**config.mk**
```make
export PLATFORM = sky130hd
export DESIGN_NAME = req2axi_master
export DESIGN_NICKNAME = d
export VERILOG_FILES = /design/src/rtl/req2axi_master.sv
export SDC_FILE = /design/constraint.sdc
export NUM_CORES = 1
export LEC_CHECK = 0
export ABC_AREA = 1
export CORE_MARGIN = 2
export CORE_UTILIZATION = 25
export CTS_CLUSTER_DIAMETER = 40
export DETAILED_ROUTE_END_ITERATION = 12
export SYNTH_ARGS = -nofsm -noshare
export SYNTH_HDL_FRONTEND = slang
export SYNTH_SLANG_ARGS = --single-unit
```
**constraint.sdc**
```tcl
create_clock -name i_w_aclk -period 1.6 [get_ports i_w_aclk]
set_input_delay 0.24 -clock i_w_aclk [delete_from_list [all_inputs] [get_ports i_w_aclk]]
set_output_delay 0.24 -clock i_w_aclk [all_outputs]
set_load 0.02 [all_outputs]
```
**src/rtl/req2axi_master.sv**
```systemverilog
// Request/response to AXI4-Lite master bridge with one transaction outstanding.
// Define REQ2AXI_TIMEOUT_EN to add a B/R response watchdog of TIMEOUT_CYCLES cycles.
module req2axi_master #(
   parameter int unsigned ADDR_WIDTH     = 32,
   parameter int unsigned DATA_WIDTH     = 32,
   parameter int unsigned TIMEOUT_CYCLES = 256
) (
   input  logic                  i_w_aclk,
   input  logic                  i_w_areset,
   input  logic                  i_w_req_valid,
   output logic                  o_w_req_ready,
   input  logic                  i_w_req_we,
   input  logic [ADDR_WIDTH-1:0] i_w_req_addr,
   input  logic [DATA_WIDTH-1:0] i_w_req_wdata,
   output logic                  o_w_rsp_valid,
   input  logic                  i_w_rsp_ready,
   output logic [1:0]            o_w_rsp_resp,
   output logic [DATA_WIDTH-1:0] o_w_rsp_rdata,
   output logic                  o_w_awvalid,
   input  logic                  i_w_awready,
   output logic [ADDR_WIDTH-1:0] o_w_awaddr,
   output logic                  o_w_wvalid,
   input  logic                  i_w_wready,
   output logic [DATA_WIDTH-1:0] o_w_wdata,
   input  logic                  i_w_bvalid,
   output logic                  o_w_bready,
   input  logic [1:0]            i_w_bresp,
   output logic                  o_w_arvalid,
   input  logic                  i_w_arready,
   output logic [ADDR_WIDTH-1:0] o_w_araddr,
   input  logic                  i_w_rvalid,
   output logic                  o_w_rready,
   input  logic [1:0]            i_w_rresp,
   input  logic [DATA_WIDTH-1:0] i_w_rdata
);

   typedef enum logic [2:0] {StIdle, StWrReq, StWrResp, StRdReq, StRdData, StRsp} state_e;

   state_e                state_q, state_d;
   logic [ADDR_WIDTH-1:0] addr_q, addr_d;
   logic [DATA_WIDTH-1:0] wdata_q, wdata_d;
   logic [DATA_WIDTH-1:0] rdata_q, rdata_d;
   logic [1:0]            resp_q, resp_d;
   logic                  aw_done_q, aw_done_d;
   logic                  w_done_q, w_done_d;
   logic                  timeout;

`ifdef REQ2AXI_TIMEOUT_EN
   logic [15:0] tmo_q, tmo_d;

   // Any cycle outside the wait states zeroes the count, so it restarts on every entry.
   always_comb begin
      tmo_d = '0;
      if ((state_q == StWrResp) || (state_q == StRdData)) begin
         tmo_d = tmo_q + 16'd1;
      end
   end

   assign timeout = (tmo_q == 16'(TIMEOUT_CYCLES - 1));

   always_ff @(posedge i_w_aclk) begin
      if (i_w_areset) begin
         tmo_q <= '0;
      end else begin
         tmo_q <= tmo_d;
      end
   end
`else
   logic unused_timeout_cycles;
   assign unused_timeout_cycles = ^TIMEOUT_CYCLES;
   assign timeout               = 1'b0;
`endif

   assign o_w_awaddr    = addr_q;
   assign o_w_araddr    = addr_q;
   assign o_w_wdata     = wdata_q;
   assign o_w_rsp_resp  = resp_q;
   assign o_w_rsp_rdata = rdata_q;

   always_comb begin
      state_d       = state_q;
      addr_d        = addr_q;
      wdata_d       = wdata_q;
      rdata_d       = rdata_q;
      resp_d        = resp_q;
      aw_done_d     = aw_done_q;
      w_done_d      = w_done_q;
      o_w_req_ready = 1'b0;
      o_w_awvalid   = 1'b0;
      o_w_wvalid    = 1'b0;
      o_w_bready    = 1'b0;
      o_w_arvalid   = 1'b0;
      o_w_rready    = 1'b0;
      o_w_rsp_valid = 1'b0;
      unique case (state_q)
         StIdle: begin
            // Held low during reset so every ready/valid output reads zero.
            o_w_req_ready = ~i_w_areset;
            if (i_w_req_valid) begin
               addr_d  = i_w_req_addr;
               wdata_d = i_w_req_wdata;
               state_d = i_w_req_we ? StWrReq : StRdReq;
            end
         end
         StWrReq: begin
            o_w_awvalid = ~aw_done_q;
            o_w_wvalid  = ~w_done_q;
            aw_done_d   = aw_done_q | i_w_awready;
            w_done_d    = w_done_q | i_w_wready;
            if (aw_done_d && w_done_d) begin
               aw_done_d = 1'b0;
               w_done_d  = 1'b0;
               state_d   = StWrResp;
            end
         end
         StWrResp: begin
            o_w_bready = 1'b1;
            if (i_w_bvalid) begin
               resp_d  = i_w_bresp;
               rdata_d = '0;
               state_d = StRsp;
            end else if (timeout) begin
               resp_d  = 2'b11;
               rdata_d = '0;
               state_d = StRsp;
            end
         end
         StRdReq: begin
            o_w_arvalid = 1'b1;
            if (i_w_arready) begin
               state_d = StRdData;
            end
         end
         StRdData: begin
            o_w_rready = 1'b1;
            if (i_w_rvalid) begin
               resp_d  = i_w_rresp;
               rdata_d = i_w_rdata;
               state_d = StRsp;
            end else if (timeout) begin
               resp_d  = 2'b11;
               rdata_d = '0;
               state_d = StRsp;
            end
         end
         StRsp: begin
            o_w_rsp_valid = 1'b1;
            if (i_w_rsp_ready) begin
               state_d = StIdle;
            end
         end
         default: begin
            state_d = StIdle;
         end
      endcase
   end

   always_ff @(posedge i_w_aclk) begin
      if (i_w_areset) begin
         state_q   <= StIdle;
         addr_q    <= '0;
         wdata_q   <= '0;
         rdata_q   <= '0;
         resp_q    <= '0;
         aw_done_q <= 1'b0;
         w_done_q  <= 1'b0;
      end else begin
         state_q   <= state_d;
         addr_q    <= addr_d;
         wdata_q   <= wdata_d;
         rdata_q   <= rdata_d;
         resp_q    <= resp_d;
         aw_done_q <= aw_done_d;
         w_done_q  <= w_done_d;
      end
   end

endmodule

```
==> flow_metrics.tcl <==
set metrics [dict create \
    outcome "finished, final reports clean" \
    cts.clk_slew.worst_paths_ns 0.07 \
    synth_top_cell_by_area "dfxtp_1" \
    wl_per_cell_um 12.83 \
    worst_pin_slew_ns 0.2631 \
    ys_types 25 \
    core_mm2 0.01641 \
    gp_congestion 0.7651 \
    finalNetCount 860 \
    critPathTopFamily "buffers and inverters" \
    postRouteAntennaNets 0 \
    cts_tree "done" \
    die_area_mm2 0.01771 \
    dp_cells 958 \
    fin_cells 975 \
    grt_max_degree 57 \
    vias_per_cell 4.154 \
    cp-start-kind "flop" \
    yosys_warnings 0 \
    crit_start "o_w_araddr[21]$_SDFFE_PP0P_" \
    setup_viol 0 \
    regArea_mm2 0.002066 \
    cts_buffers 9 \
    multi_input_area_mm2 0.001393 \
    fin_area_mm2 0.007161 \
    grt_pass1_vias 3721 \
    drive_above_1_share_pct 9.934 \
    drt-initial-drc-count 189 \
    fmax_mhz 640.7 \
    track_usage_pct 13.88 \
    synth_seq_cells 103 \
    endpoint_kind "output pin" \
    timing.hold.worst.class "in -> reg" \
    ctsRootBufferMaster "clkbuf_16" \
    cp_max_fo 3 \
    initial_core_util_pct 25.39 \
    finalHoldViolCount 0 \
    grt_first_pass_wirelength_um 19500 \
    fin_crit_sh_pct 97.55 \
    worst_ir_drop_vdd_v 0.0006513 \
    dpl.hpwl_um 9189 \
    clock_sink_count 103 \
    layout_commonest_cell "clkdlybuf4s50_1" \
    cts_buffer_depth 2 \
    rsz0062_at_grt "yes" \
    final_core_util_pct 43.64 \
    p_leak_nw 3.308 \
    diodes 0 \
    hold_start "i_w_rdata[20]" \
    worstPathRequired_ns 1.36 \
    synth_nets 641 \
    htree_levels 3 \
    drv_slew 0 \
    drc_errors 0 \
    area_growth_pct 71.91 \
    clk_latency_ns 0.35 \
    mostFrequentLayoutCells "clkdlybuf4s50_1 (187), a21oi_1 (102), dfxtp_1 (100), nand2_1 (82), inv_1 (76)" \
    drtPass1Iterations 4 \
    io_buffers 246 \
    die_h_um 133.1 \
    holdWs_ns 0.4392 \
    totalWireLength_um 12510 \
    seq_area_frac_synth_pct 49.50 \
    period_needed_ns 1.561 \
    maxSlewHeadroom_pct 82.43 \
    slowest_stage "clkdlybuf4s50_1" \
    power_density_mw_per_mm2 1590 \
    ys_top_cells_by_area "dfxtp_1 (50%), a21oi_1 (12%), nand2_1 (7.6%), inv_1 (7.1%), buf_4 (6.5%)" \
    synthCells 531 \
    antenna_found_initial 0 \
    syn_area_mm2 0.004165 \
    place_area_mm2 0.006731 \
    postSynthAreaPerCell_um2 7.844 \
    via_count 4050 \
    n_fill_cell 1602 \
    placementRows 47 \
    drv_cap 0 \
    path_cells "clkdlybuf4s50_1" \
    worst_path_largest_cell_delay_ns 0.62 \
    grt.overflow.total 0 \
    cp.arrival_ns 1.32 \
    r2r_start "state_q[0]$_SDFFE_PP0P_" \
    finClkSkew_ns 0.009100 \
    ios 247 \
    fin_tns_setup_ns 0 \
    die_w_um 133.1 \
    crit_type "reg -> out" \
    crit_buf_inv 1 \
    post-synth-top-area-fraction_pct 49.50 \
]
[final timing paths]
kind / cells after the start / endpoint / slack, ns
setup reg to reg: 9 / o_w_rsp_rdata[30]$_SDFFE_PP0P_ / 0.11
hold / removal: 3 / o_w_rsp_rdata[20]$_SDFFE_PP0P_ / 0.44
setup / recovery: 1 / o_w_araddr[21] / 0.04
hold reg to reg: 2 / o_w_wdata[19]$_SDFFE_PP0P_ / 0.44
[synth_stat cells (all sizes together)]
library cell  instances
a21oi               103
buf                  54
clkbuf               10
clkinv                1
dfxtp               103
inv                  81
nand2                86
nand3                 6
nand3b                2
nand4                 4
nor2                 11
nor3                  1
o21ai                69
[routing by layer]
layer	global-route usage [%]	wire, um	vias up
li1	-	-	2090
met3	5.517	1229	13
met4	5.197	192	0
met1	16.37	5245	1792
met5	0	0	-
met2	22.74	5844	155
[per-stage QoR]
stage / setup slack [ns] / total power [mW]
after floorplan: 0.1829 / 6.814
after CTS: 0.001119 / 11.56
after global placement: -0.1481 / 9.183
after global routing: -0.02524 / 12.12
final: 0.03924 / 11.39
after detailed placement: -0.1384 / 9.216
[cell type report]
| type | count | share of cell area (%) |
|---|---|---|
| repair buffers | 272 | 39.14 |
| flip-flops and latches | 103 | 28.85 |
| multi-input cells | 282 | 19.45 |
| inverters | 82 | 4.316 |
| well taps | 220 | 3.844 |
| clock buffers | 11 | 3.530 |
| clock inverters | 5 | 0.8737 |
[flip-flops by register name (all words and copies together), names as in the netlist]
register and count:
w_done_q 1, aw_done_q 1, o_w_araddr 32, o_w_rsp_rdata 32
o_w_rsp_resp 2, o_w_wdata 32, state_q 3
[where the power goes]
group	internal [mW]	switching, mW	leakage, nW	total, mW
combinational	2.50	2.95	2.31	5.45
sequential	3.22	0.392	0.846	3.61
clock	1.31	1.01	0.149	2.32
total	7.03	4.36	3.31	11.4
[cells by family after synthesis]
family | share of synthesized area, %
buffers and inverters | 18.08
AOI/OAI and AO/OA | 20.76
DFF | 49.50
and+or+nand+nor | 11.66
[timing repair]
| item | CTS | global route |
|---|---|---|
| buffers inserted | 0 | 1 |
| pin swaps | 1 | 4 |
| endpoints found under the setup margin | 22 | 65 |
| hold buffers | 0 | 0 |
| gates cloned | 0 | 0 |
| resized for setup | 51 | 48 |
No activity file was read; power rests on OpenSTA's default activity.
